==> src/rtl/seq_divider.sv <==
// Restoring sequential divider returning MIPS div/divu results (HI=rem, LO=quot).
// Optional DIV_EARLY_OUT_EN: skip iterations when |a| < |b|.
module seq_divider #(
  parameter int WIDTH = 32
) (
  input  logic             clk,
  input  logic             reset,
  input  logic             start,
  input  logic             sign_mode,
  input  logic [WIDTH-1:0] a,
  input  logic [WIDTH-1:0] b,
  output logic             busy,
  output logic             done,
  output logic             div_zero,
  output logic [WIDTH-1:0] hi,
  output logic [WIDTH-1:0] lo
);

  localparam int CW = $clog2(WIDTH) + 1;
  localparam logic [CW-1:0] CNT_LAST = CW'(WIDTH - 1);

  typedef enum logic [1:0] {
    IDLE = 2'd0,
    CALC = 2'd1,
    FIX  = 2'd2,
    DONE = 2'd3
  } state_t;

  state_t           state_q, state_d;
  logic [CW-1:0]    cnt_q, cnt_d;
  logic [WIDTH-1:0] rem_q, rem_d;
  logic [WIDTH-1:0] quo_q, quo_d;
  logic [WIDTH-1:0] dvs_q, dvs_d;
  logic             qsign_q, qsign_d;
  logic             rsign_q, rsign_d;
  logic [WIDTH-1:0] hi_q, hi_d;
  logic [WIDTH-1:0] lo_q, lo_d;
  logic             dz_q, dz_d;

  logic             sa, sb;
  logic [WIDTH-1:0] a_mag, b_mag;
  logic [WIDTH:0]   shifted, diff;

  // Operand magnitudes and one restoring step, shared by the FSM below.
  always_comb begin
    sa      = sign_mode & a[WIDTH-1];
    sb      = sign_mode & b[WIDTH-1];
    a_mag   = sa ? ('0 - a) : a;
    b_mag   = sb ? ('0 - b) : b;
    shifted = {rem_q, quo_q[WIDTH-1]};
    diff    = shifted - {1'b0, dvs_q};
  end

  // State and datapath registers; reset aborts any in-flight request.
  always_ff @(posedge clk or posedge reset) begin
    if (reset) begin
      state_q <= IDLE;
      cnt_q   <= '0;
      rem_q   <= '0;
      quo_q   <= '0;
      dvs_q   <= '0;
      qsign_q <= 1'b0;
      rsign_q <= 1'b0;
      hi_q    <= '0;
      lo_q    <= '0;
      dz_q    <= 1'b0;
    end else begin
      state_q <= state_d;
      cnt_q   <= cnt_d;
      rem_q   <= rem_d;
      quo_q   <= quo_d;
      dvs_q   <= dvs_d;
      qsign_q <= qsign_d;
      rsign_q <= rsign_d;
      hi_q    <= hi_d;
      lo_q    <= lo_d;
      dz_q    <= dz_d;
    end
  end

  // Next-state, datapath updates and status outputs.
  always_comb begin
    state_d = state_q;
    cnt_d   = cnt_q;
    rem_d   = rem_q;
    quo_d   = quo_q;
    dvs_d   = dvs_q;
    qsign_d = qsign_q;
    rsign_d = rsign_q;
    hi_d    = hi_q;
    lo_d    = lo_q;
    dz_d    = dz_q;
    busy    = 1'b0;
    done    = 1'b0;
    unique case (state_q)
      IDLE: begin
        if (start) begin
          if (b == '0) begin
            dz_d    = 1'b1;
            state_d = DONE;
          end else begin
            dz_d    = 1'b0;
            dvs_d   = b_mag;
            qsign_d = sa ^ sb;
            rsign_d = sa;
            cnt_d   = '0;
`ifdef DIV_EARLY_OUT_EN
            if (a_mag < b_mag) begin
              rem_d   = a_mag;
              quo_d   = '0;
              state_d = FIX;
            end else begin
              rem_d   = '0;
              quo_d   = a_mag;
              state_d = CALC;
            end
`else
            rem_d   = '0;
            quo_d   = a_mag;
            state_d = CALC;
`endif
          end
        end
      end
      CALC: begin
        busy = 1'b1;
        if (!diff[WIDTH]) begin
          rem_d = diff[WIDTH-1:0];
          quo_d = {quo_q[WIDTH-2:0], 1'b1};
        end else begin
          rem_d = shifted[WIDTH-1:0];
          quo_d = {quo_q[WIDTH-2:0], 1'b0};
        end
        cnt_d = cnt_q + 1'b1;
        if (cnt_q == CNT_LAST) begin
          state_d = FIX;
        end
      end
      FIX: begin
        busy    = 1'b1;
        lo_d    = qsign_q ? ('0 - quo_q) : quo_q;
        hi_d    = rsign_q ? ('0 - rem_q) : rem_q;
        state_d = DONE;
      end
      DONE: begin
        done    = 1'b1;
        state_d = IDLE;
      end
      default: state_d = IDLE;
    endcase
  end

  assign div_zero = dz_q;
  assign hi       = hi_q;
  assign lo       = lo_q;

endmodule

==> config.mk <==
export PLATFORM = sky130hd
export DESIGN_NAME = seq_divider
export DESIGN_NICKNAME = d
export VERILOG_FILES = /design/src/rtl/seq_divider.sv
export SDC_FILE = /design/constraint.sdc
export NUM_CORES = 1
export LEC_CHECK = 0
export CAP_MARGIN = 20
export CORE_MARGIN = 2
export CORE_UTILIZATION = 29
export DETAILED_ROUTE_END_ITERATION = 7
export GPL_TIMING_DRIVEN = 1
export HOLD_SLACK_MARGIN = 0.12
export SKIP_CTS_REPAIR_TIMING = 1
export SLEW_MARGIN = 20
export SYNTH_ARGS = -nofsm -noshare
export SYNTH_HDL_FRONTEND = slang
export SYNTH_SLANG_ARGS = --single-unit
export TNS_END_PERCENT = 1
==> constraint.sdc <==
create_clock -name clk -period 5.52 [get_ports clk]
set_clock_uncertainty 0.2 [all_clocks]
set_input_delay 0.828 -clock clk [delete_from_list [all_inputs] [get_ports clk]]
set_output_delay 0.828 -clock clk [all_outputs]
set_load 0.1 [all_outputs]
After elaboration in Yosys (flattened, before gate mapping)
Cells that the tools add are included.

Flip-flop bits (word level): 171. Input port bits: 68. Output and inout bits: 67. Logic and storage cells: 57.

Add/sub/neg operators: 6. Equal/unequal tests: 7. Multiplexer cells: 22. Bitwise logic cells: 4. Reductions and logical operators: 8.

Operators with widths (count): two-way mux 32 bit (9); case mux 32 bit (2 select lines) (2); subtractor 1 x 32 -> 32 bit (first input constant) (4); subtractor 33 x 32 -> 33 bit (1); zero test 32 bit (1); two-way mux 6 bit (2); case mux 6 bit (2 select lines) (1); case mux 2 bit (4 select lines) (1); adder 6 x 1 -> 6 bit (second input constant) (1); equality test 6 x 5 -> 1 bit (second input constant) (1); two-way mux 2 bit (3); inequality test 2 bit (second input constant) (3); AND reduction 3 bit (2); equality test 2 bit (second input constant) (2); two-way mux 1 bit (4); AND reduction 2 bit (2); AND 1 bit (2); equality test 2 x 1 -> 1 bit (second input constant) (1); zero test 2 bit (1); nonzero test 2 bit (1); OR reduction 2 bit (1); NOT 1 bit (1); XOR 1 bit (1).

Logic depth before layout (Yosys ltp)
Word-level depth: 5. Gate-level depth with buffers: 14. Depth with buffers taken out: 12.

Worst setup path before layout
No wires, ideal clock.

Path type: input -> register. From: input b[18]. To: register quo_q[24]. Library setup time: 0.126 ns. Arrival: 2.950 ns. Required time: 5.194 ns. Path slack: 2.244 ns. Stages: 10. Buffers on the path: 2. Path through: or4_1 > nor4_2 > nor3b_2 > nand2_2 > nor3_4 > or2_1 > buf_4 > buf_6 > nor3_1 > a221o_1.

Longest elaborated chain between the ends: 3.

RTL lines: start: declaration (RTL line 11) `input logic [WIDTH-1:0] b,`; zero test 32 bit (RTL line 98) `if (b == '0) begin`; inequality test 2 bit (no source line); AND reduction 3 bit (no source line); end signal: assignment (RTL line 71) `quo_q <= quo_d;`; end: declaration (RTL line 32) `logic [WIDTH-1:0] quo_q, quo_d;`.

No other way between the ends. A chain may end at the register's enable or synchronous reset.

Worst setup path in the final report
From: register quo_q[31]. To: register rem_q[5].

Longest elaborated chain between the ends: 3.

RTL lines: subtractor 33 x 32 -> 33 bit (RTL line 51) `diff = shifted - {1'b0, dvs_q};`; two-way mux 32 bit (RTL line 127) `if (!diff[WIDTH]) begin`; case mux 32 bit (2 select lines) (RTL line 95) `unique case (state_q)`; end signal: assignment (RTL line 70) `rem_q <= rem_d;`; end: declaration (RTL line 31) `logic [WIDTH-1:0] rem_q, rem_d;`.

No other way between the ends.

==> impl_metrics.toml <==
[status]
run_status = "complete, no violations"

[final_layout]
final_common_cell = "dfrtp_1"
fin_util = 0.356
stdcell_count = 1946
nets = 1527
drive_gt1_frac = 0.0582
layout_common_cells = "dfrtp_1, nor2_1, clkdlybuf4s50_1"
syn_to_final_growth_pct = 21.6

[die]
core_area_um2 = 38600
ios = 135
dieArea_um2 = 40600
die_y_um = 201
fp.dieW_um = 201
rows = 72
start_util = 0.293

[clock_network]
cts_tree = "yes"
cts_made_buffers = 17
insertion_delay_ns = 0.45
clockRootBuffer = "clkbuf_16"
cts_htree_levels = 4
cts_buffer_depth = 2
cts_sinks = 171
clk_pin_slew_ns = 0.07

[sta]
setup_viol = 0
fin_crit_ns = 4.26
drv_slew = 0
rsz0062_at_grt = "false"
slew_headroom = 0.309
worst_pin_slew_ns = 1.03
finalHoldViolations = 0
fmax_mhz = 235
setup_slack_ns = 1.26
tns_ns = 0
min_period_over_period = 0.772

[synth]
yosys.area.top_type = "dfrtp_1"
syn_inst = 1322
synth_edf_count = 0
async_flop_share = 1.00
syn_nets = 1433
yosysSeqAreaShare = 0.379
synth_cell_types = 71
synth_flop_cell = "dfrtp_1"
ys_ff_latch = 171
synth_area_um2 = 11300
synth_top_cell_area_share = 0.379
synth_top_cells_by_area = "dfrtp_1, xor2_1, a21oi_1"
avgSynthCellArea_um2 = 8.55
synth_warnings = 0

[grt]
grt_overflow = 0
grt_first_pass_wirelength_mm = 50.6
grtUsageTotal = 0.155
grt_start_max_net_pins = 172
grt_pass1_vias = 9110
antenna_found_initial = 2

[power_and_ir_drop]
p_int_mw = 4.01
swShare = 0.532
p_seq_frac = 0.261
p_leak_nw = 5.62
peakVddDrop_mv = 0.270
p_switching_mw = 4.55
cellPowerDensity_nw_per_um2 = 623
power_frac_clock = 0.151
combPwrFrac = 0.588

[min_path]
hold_path_class = "reg2reg"

[routing]
drt_pass1_iterations = 5
routed_wl_mm = 31.3
wire_per_inst_um = 16.1
ant_nets = 0
drc = 0
vias = 9644
viasPerCell = 4.96
drt_iter0_drc = 805

[setup_path]
path_class = "reg2reg"
crit_arrival_ns = 4.39
endpoint_kind = "flop"
crit_path_max_fanout = 15
required_ns = 5.65
cp-start-kind = "flop"

[run]
cap_violations = 0

[placement]
port_buffers = 134
dpl.cell_count = 1915
hpwl_mm = 23.6
dpl_worst_slack_ns = 1.10
globalplace.congestion = 0.841
## synthesized netlist by cell type (12+ instances only)
master,instances
a211oi_1,27
a21oi_1,118
buf_1,12
clkbuf_1,48
dfrtp_1,171
ha_1,42
inv_1,53
mux2_2,12
mux2i_1,24
nand2_1,118
nand2b_1,15
nand3_1,13
nor2_1,150
nor3_1,24
nor4_1,12
o21ai_0,116
o22ai_1,23
o31ai_1,25
o41ai_1,15
or4_1,12
xnor2_1,56
xor2_1,89
## kinds of logic after synthesis
group / after synthesis / synth area share
flops: 171 / 0.379
simple gates: 410 / 0.173
compound gates: 391 / 0.209
buf+inv: 126 / 0.0457
xor+xnor: 145 / 0.112
fa+ha+maj: 43 / 0.0483
mux: 36 / 0.0332
## sequential cells by signal (all words and copies together), names as in the netlist, 2 cells and up
name / cells
rem_q: 32
hi: 32
lo: 32
cnt_q: 6
state_q: 2
quo_q: 32
dvs_q: 32
## power groups by stage
stage	logic (mW)	clock network [mW]	registers (mW)
floorplan	2.32	0	3.72
global placement	4.99	0	2.22
detailed placement	5.04	0	2.25
CTS	5.06	1.32	2.23
global route	5.43	1.37	2.31
finish	5.03	1.29	2.23
## worst max-delay path, cell delays in order (launching register included)
cell and delay, ns:
dfrtp_1 0.41, inv_1 0.09, ha_1 0.26, fa_1 0.39
nor2b_1 0.26, o31ai_1 0.15, a21oi_1 0.36, a22oi_1 0.20
a21oi_1 0.43, o31ai_1 0.14, buf_4 0.21, nor2_2 0.34
buf_4 0.36, mux2i_1 0.24, o21ai_0 0.09
## stage by stage
stage	cell area [µm²]	total power, mW	hold slack, ns
CTS	13700	8.61	0.314
global placement	13100	7.21	0.289
global route	13700	9.10	0.327
detailed placement	13100	7.29	0.299
floorplan	11300	6.04	0.254
finish	13700	8.56	0.308
## worst paths after layout
| kind | startpoint | endpoint | slack (ns) | depth (start not counted) |
|---|---|---|---|---|
| hold / removal | lo[0] | lo[0] | 0.31 | 1 |
| setup / recovery | quo_q[31] | rem_q[5] | 1.26 | 14 |
| setup reg to reg | quo_q[31] | rem_q[5] | 1.26 | 14 |
| min in group asynchronous | reset | lo[9] | 0.80 | 3 |
| hold reg to reg | lo[0] | lo[0] | 0.31 | 1 |
| max in group asynchronous | reset | dvs_q[8] | 3.60 | 3 |
## final cells by class
type / instances / area, µm²
Tap cell: 518 / 648
Fill cell: 4027 / 24800
Clock buffer: 20 / 457
Sequential cell: 171 / 4280
Clock inverter: 10 / 168
Antenna cell: 1 / 2.50
Inverter: 53 / 203
Timing Repair Buffer: 148 / 1460
Multi-Input combinational cell: 1025 / 6530
## layer usage
metal  wire (µm)  up-vias  global-route usage
met5          16        -                   0
met3        1150       27              0.0232
met1       16500     4554               0.236
met2       13200      174               0.222
li1            -     4887                   -
met4         467        2              0.0478
(Power assumes the default switching activity.)
